==> src/rtl/pipe_stage_reg.sv <==
// Pipeline stage register carrying LANES data lanes plus a control bundle
// between two pipeline stages, with flush, bubble-safe control output and a
// saturating stall counter.
//
// Handshake: a beat moves upstream->stage at a rising edge where
// inValid && inReady, and stage->downstream at a rising edge where
// outValid && outReady. inValid/inData/inCtrl need not be held by upstream
// when inReady is low; outData/outCtrl stay stable while outValid && !outReady.
module pipe_stage_reg #(
  parameter int DATA_W = 32,
  parameter int LANES  = 4,
  parameter int CTRL_W = 5,
  parameter int SKID   = 1
) (
  input  logic                    clk,
  input  logic                    rst_n,
  input  logic                    inValid,
  output logic                    inReady,
  input  logic [LANES*DATA_W-1:0] inData,
  input  logic [CTRL_W-1:0]       inCtrl,
  input  logic                    flush,
  output logic                    outValid,
  input  logic                    outReady,
  output logic [LANES*DATA_W-1:0] outData,
  output logic [CTRL_W-1:0]       outCtrl,
  output logic [15:0]             stallCount
);

  localparam int DW = LANES * DATA_W;

  // Main entry: always the one presented downstream.
  logic              main_valid;
  logic [DW-1:0]     main_data;
  logic [CTRL_W-1:0] main_ctrl;
  logic [15:0]       stall_q;
  logic              in_xfer;
  logic              out_xfer;

  assign in_xfer  = inValid && inReady;
  assign out_xfer = main_valid && outReady;

  generate
    if (SKID == 0) begin : g_single
      // Single register: ready whenever the slot is empty or being drained.
      assign inReady = outReady || !main_valid;

      // Main register: flush wins, then load, then drain.
      always_ff @(posedge clk or negedge rst_n) begin
        if (!rst_n) begin
          main_valid <= 1'b0;
          main_data  <= '0;
          main_ctrl  <= '0;
        end else if (flush) begin
          main_valid <= 1'b0;
        end else if (in_xfer) begin
          main_valid <= 1'b1;
          main_data  <= inData;
          main_ctrl  <= inCtrl;
        end else if (out_xfer) begin
          main_valid <= 1'b0;
        end
      end
    end else begin : g_skid
      // Skid entry catches the one beat accepted after downstream stalls,
      // which lets inReady come from a flop instead of from outReady.
      logic              skid_valid;
      logic [DW-1:0]     skid_data;
      logic [CTRL_W-1:0] skid_ctrl;
      logic              ready_q;
      logic              main_valid_n;
      logic              skid_valid_n;
      logic              load_main_in;
      logic              load_main_skid;
      logic              load_skid_in;

      assign inReady = ready_q;

      // Next occupancy and data-move selects for both entries.
      // A full skid forces ready_q low, so an input transfer never coincides
      // with the skid being drained into main.
      always_comb begin
        main_valid_n   = main_valid;
        skid_valid_n   = skid_valid;
        load_main_in   = 1'b0;
        load_main_skid = 1'b0;
        load_skid_in   = 1'b0;
        if (flush) begin
          main_valid_n = 1'b0;
          skid_valid_n = 1'b0;
        end else if (out_xfer) begin
          if (skid_valid) begin
            load_main_skid = 1'b1;
            skid_valid_n   = 1'b0;
          end else if (in_xfer) begin
            load_main_in = 1'b1;
          end else begin
            main_valid_n = 1'b0;
          end
        end else if (in_xfer) begin
          if (main_valid) begin
            load_skid_in = 1'b1;
            skid_valid_n = 1'b1;
          end else begin
            load_main_in = 1'b1;
            main_valid_n = 1'b1;
          end
        end
      end

      // Entry registers and the registered ready flag.
      always_ff @(posedge clk or negedge rst_n) begin
        if (!rst_n) begin
          main_valid <= 1'b0;
          main_data  <= '0;
          main_ctrl  <= '0;
          skid_valid <= 1'b0;
          skid_data  <= '0;
          skid_ctrl  <= '0;
          ready_q    <= 1'b1;
        end else begin
          main_valid <= main_valid_n;
          skid_valid <= skid_valid_n;
          ready_q    <= !skid_valid_n;
          if (load_main_in) begin
            main_data <= inData;
            main_ctrl <= inCtrl;
          end else if (load_main_skid) begin
            main_data <= skid_data;
            main_ctrl <= skid_ctrl;
          end
          if (load_skid_in) begin
            skid_data <= inData;
            skid_ctrl <= inCtrl;
          end
        end
      end
    end
  endgenerate

  // Stall counter: cycles a beat waits on downstream; saturates, reset-only clear.
  always_ff @(posedge clk or negedge rst_n) begin
    if (!rst_n) begin
      stall_q <= '0;
    end else if (main_valid && !outReady && (stall_q != 16'hFFFF)) begin
      stall_q <= stall_q + 16'd1;
    end
  end

  assign outValid   = main_valid;
  assign outData    = main_data;
  // Bubbles never carry live control bits downstream.
  assign outCtrl    = main_ctrl & {CTRL_W{main_valid}};
  assign stallCount = stall_q;

endmodule

==> config.mk <==
export PLATFORM = sky130hd
export DESIGN_NAME = pipe_stage_reg
export DESIGN_NICKNAME = d
export VERILOG_FILES = /design/src/rtl/pipe_stage_reg.sv
export SDC_FILE = /design/constraint.sdc
export NUM_CORES = 1
export LEC_CHECK = 0
export CORE_MARGIN = 4
export CORE_UTILIZATION = 45
export DETAILED_ROUTE_END_ITERATION = 8
export PLACE_DENSITY = 0.8
export SLEW_MARGIN = 20
export SYNTH_ARGS = -nofsm -noshare
export SYNTH_HDL_FRONTEND = slang
export SYNTH_SLANG_ARGS = --single-unit
==> constraint.sdc <==
create_clock -name clk -period 2.6 [get_ports clk]
set_clock_uncertainty 0.15 [all_clocks]
set_input_delay 0.52 -clock clk [delete_from_list [all_inputs] [get_ports clk]]
set_output_delay 0.52 -clock clk [all_outputs]
set_load 0.05 [all_outputs]
==> summary.md <==
| Metric | Value |
|---|---|
| Effective utilization at floorplan | `45.8%` |
| Period utilisation layout | `98.3%` |
| Crit start category | `flip-flop` |
| WHS | `0.319 ns` |
| Flop2flop setup slack | `0.42 ns` |
| CTS max path bufs | `3` |
| Die area | `0.0283 mm2` |
| Max-cap violations | `0` |
| Initial antenna violation count | `1` |
| Mapped Cells | `816` |
| P_leak | `7.72 nW` |
| Largest net degree at the start of global routing | `62` |
| WS Path Type | `flip-flop to output port` |
| Final WL | `29.0 mm` |
| Worst flop-to-flop path endpoint | `g_skid.skid_data[66]$_DFFE_PN0P_` |
| Setup crit end kind | `output port` |
| Min-Delay Endpoint | `main_ctrl[2]$_DFFE_PN0P_` |
| Area of the multi-input gates | `0.00415 mm2` |
| Dominant cell type by area after synthesis | `dfrtp_1` |
| GRT Total Usage | `20.4%` |
| Clock latency on the worst-skew pair | `0.54 ns` |
| Register area | `0.00713 mm2` |
| Placed standard-cell area | `0.0151 mm2` |
| Overall Power | `13.9 mW` |
| RSZ-0062 raised after global routing | `no` |
| Least-Margin Pin Slew | `0.602 ns` |
| First-pass DRT Iterations | `6` |
| IR drop worst, VDD | `0.669 mV` |
| PwrDens | `862 mW/mm2` |
| Status | `finished clean` |
| Syn nets | `955` |
| Most common cell in the netlist | `dfrtp_1` |
| Fin. Hold Viols | `0` |
| Die Wd | `168 um` |
| Max Fclk | `0.391 GHz` |
| Met2 routed WL | `14.1 mm` |
| Predominant post-synthesis flop cell | `dfrtp_1` |
| R2r startpoint | `outValid$_DFFE_PN0P_` |
| Vias in the first global route | `8619` |
| Wire per inst | `19.7 um` |
| Share of cells above drive strength 1 | `21.0%` |
| Setup TNS | `0 ns` |
| Syn_area_per_cell | `14.2 um2` |
| Number of buffer and inverter stages on the critical path | `1` |
| CP Data Required Time | `1.93 ns` |
| Max layer used | `met5` |
| Synth cell types | `35` |
| Vias/cell | `5.46` |
| IO buf count | `288` |
| Critical Path AT | `1.89 ns` |
| Core area | `0.0253 mm2` |
| Worst Reg-to-Reg Cells | `5` |
| Number of warnings issued by yosys | `0` |
| Ant diodes | `0` |
| Clock root buffer | `clkbuf_16` |
| First-pass GRT wire length | `47.2 mm` |
| Post-route ant nets | `0` |
| CP Cell Sequence | `clkdlybuf4s50_1` |
| Fill cells | `1895` |
| Routed length on met3 | `2.09 mm` |
| Ys async rst share | `100%` |
| Hold path depth | `1` |
| Synth Cell Area | `0.0116 mm2` |
| Gr ovfl total | `0` |
| Post-synth top cells | `dfrtp_1 (284), mux2_2 (134), a21o_1 (132), a22o_1 (132), buf_2 (31)` |
| Residual DRC | `0` |
| GP Congestion | `0.784` |
| Hold path start | `main_ctrl[2]$_DFFE_PN0P_` |
| M1 WL | `12.2 mm` |
| Worst Path Max Fanout | `2` |
| Top Ports | `289` |
| Final Max Slew Viols | `0` |
| Post-synth EDFFs | `0` |
| Worst path slowest cell | `clkdlybuf4s50_1` |
| H-tree depth | `1` |
| Post-layout nets | `1258` |
| Top delay family on crit path | `buffers and inverters` |
| Tmin final | `2.56 ns` |
| Clock Sink Count | `285` |
| Final setup fails | `0` |
| Slew HR | `59.7%` |
| TritonCTS Buffers | `29` |
| CP peak stage delay | `0.81 ns` |
| Synth area leaders | `dfrtp_1 (61%), mux2_2 (13%), a22o_1 (10%)` |
| Register clock-pin slew on the reported worst setup and hold paths | `0.06 ns` |
| Die H | `168 um` |
| Area Overhead vs Synth | `39.5%` |
| DP HPWL | `20.0 mm` |
| Register area share after synthesis | `61.7%` |
| Final Core Density | `63.9%` |
| Yosys reg bits | `285` |
| Vias | `8043` |
| Row Count | `58` |
| DRT iter0 DRCs | `454` |
| Worst min path class | `flip-flop to flip-flop` |
| Final Cell Area | `0.0161 mm2` |
| Post-synth top area share | `61.5%` |
| TritonCTS clock tree | `done` |
-- stage by stage --
step	setup WS [ns]	cells
2_1_floorplan	0.284	816
5_1_grt	0.00367	1472
4_1_cts	0.0140	1472
3_3_place_gp	0.00399	1417
3_5_place_dp	0.00415	1417
6_report	0.0449	1472
-- logic make-up after synthesis --
family | after synthesis | share of synthesized area, %
flops | 285 | 61.7
compound gates | 270 | 19.1
buf+inv | 63 | 2.61
simple gates | 47 | 2.20
xor+xnor | 15 | 1.14
mux | 135 | 13.1
fa+ha+maj | 1 | 0.108
-- final cells by class --
class,count,area share (%)
sequential,285,44.2
multi-input combinational,468,25.7
timing repair buffer,331,21.3
clock buffer,39,5.23
tap,330,2.56
clock inverter,15,0.837
inverter,4,0.0931
-- repair_timing --
item                                   4_1_cts  5_1_grt
hold buffers                                 1        0
endpoints found under the hold margin       46        0
resized for setup                            2        2
setup endpoints to repair                    2        2
setup buffers                                0        0
-- layer usage --
metal	track usage, %	vias to the layer above
li1	-	3635
met2	34.6	248
met5	0	-
met1	26.2	4110
met4	4.98	2
met3	5.28	48
-- state kept, by name, summed over array words and instances, names as in the netlist --
register,count
inReady,1
g_skid.skid_data,128
g_skid.skid_valid,1
stallCount,16
main_ctrl,5
g_skid.skid_ctrl,5
outData,128
outValid,1
-- power by group --
group	switching (mW)	total [mW]	internal [mW]
Clock	1.72	4.19	2.47
Combinational	2.14	3.75	1.60
Sequential	0.585	5.98	5.39
-- placed cells by master (no fill, tap or decap), types with 2 or more instances in the layout --
master,netlist,layout
nor3_1,3,3
clkbuf_16,0,29
buf_12,0,19
a22o_1,132,132
nor2_1,8,7
nor4_1,2,2
and2_1,5,5
mux2_2,134,134
xnor2_1,4,4
bufinv_16,0,2
buf_4,7,27
dfrtp_1,284,284
xor2_1,11,11
nand4_1,3,3
clkbuf_8,0,8
inv_1,4,4
nand3_1,6,6
nor3b_2,0,2
nand4b_1,2,2
clkbuf_1,21,2
clkinv_2,0,10
a21o_1,132,132
clkdlybuf4s50_1,0,280
nand2_1,9,9
-- how the worst max path moves through the flow --
stage | startpoint | to | slack (ns) | cells after the start
floorplan | outValid$_DFFE_PN0P_ | g_skid.skid_data[100]$_DFFE_PN0P_ | 0.28 | 7
global placement | outReady | g_skid.skid_data[30]$_DFFE_PN0P_ | 0.004 | 6
detailed placement | outReady | g_skid.skid_data[30]$_DFFE_PN0P_ | 0.004 | 6
CTS | inReady$_DFF_PN1_ | inReady | 0.01 | 1
global route | inReady$_DFF_PN1_ | inReady | 0.004 | 1
finish | inReady$_DFF_PN1_ | inReady | 0.04 | 1
-- worst reg2reg max path, cell delays in order (launching register included) --
cell and delay, ns:
dfrtp_1 0.58, and2b_1 0.21, nor3b_2 0.29, buf_4 0.28, buf_12 0.19, mux2_2 0.36
(Power assumes the default switching activity.)
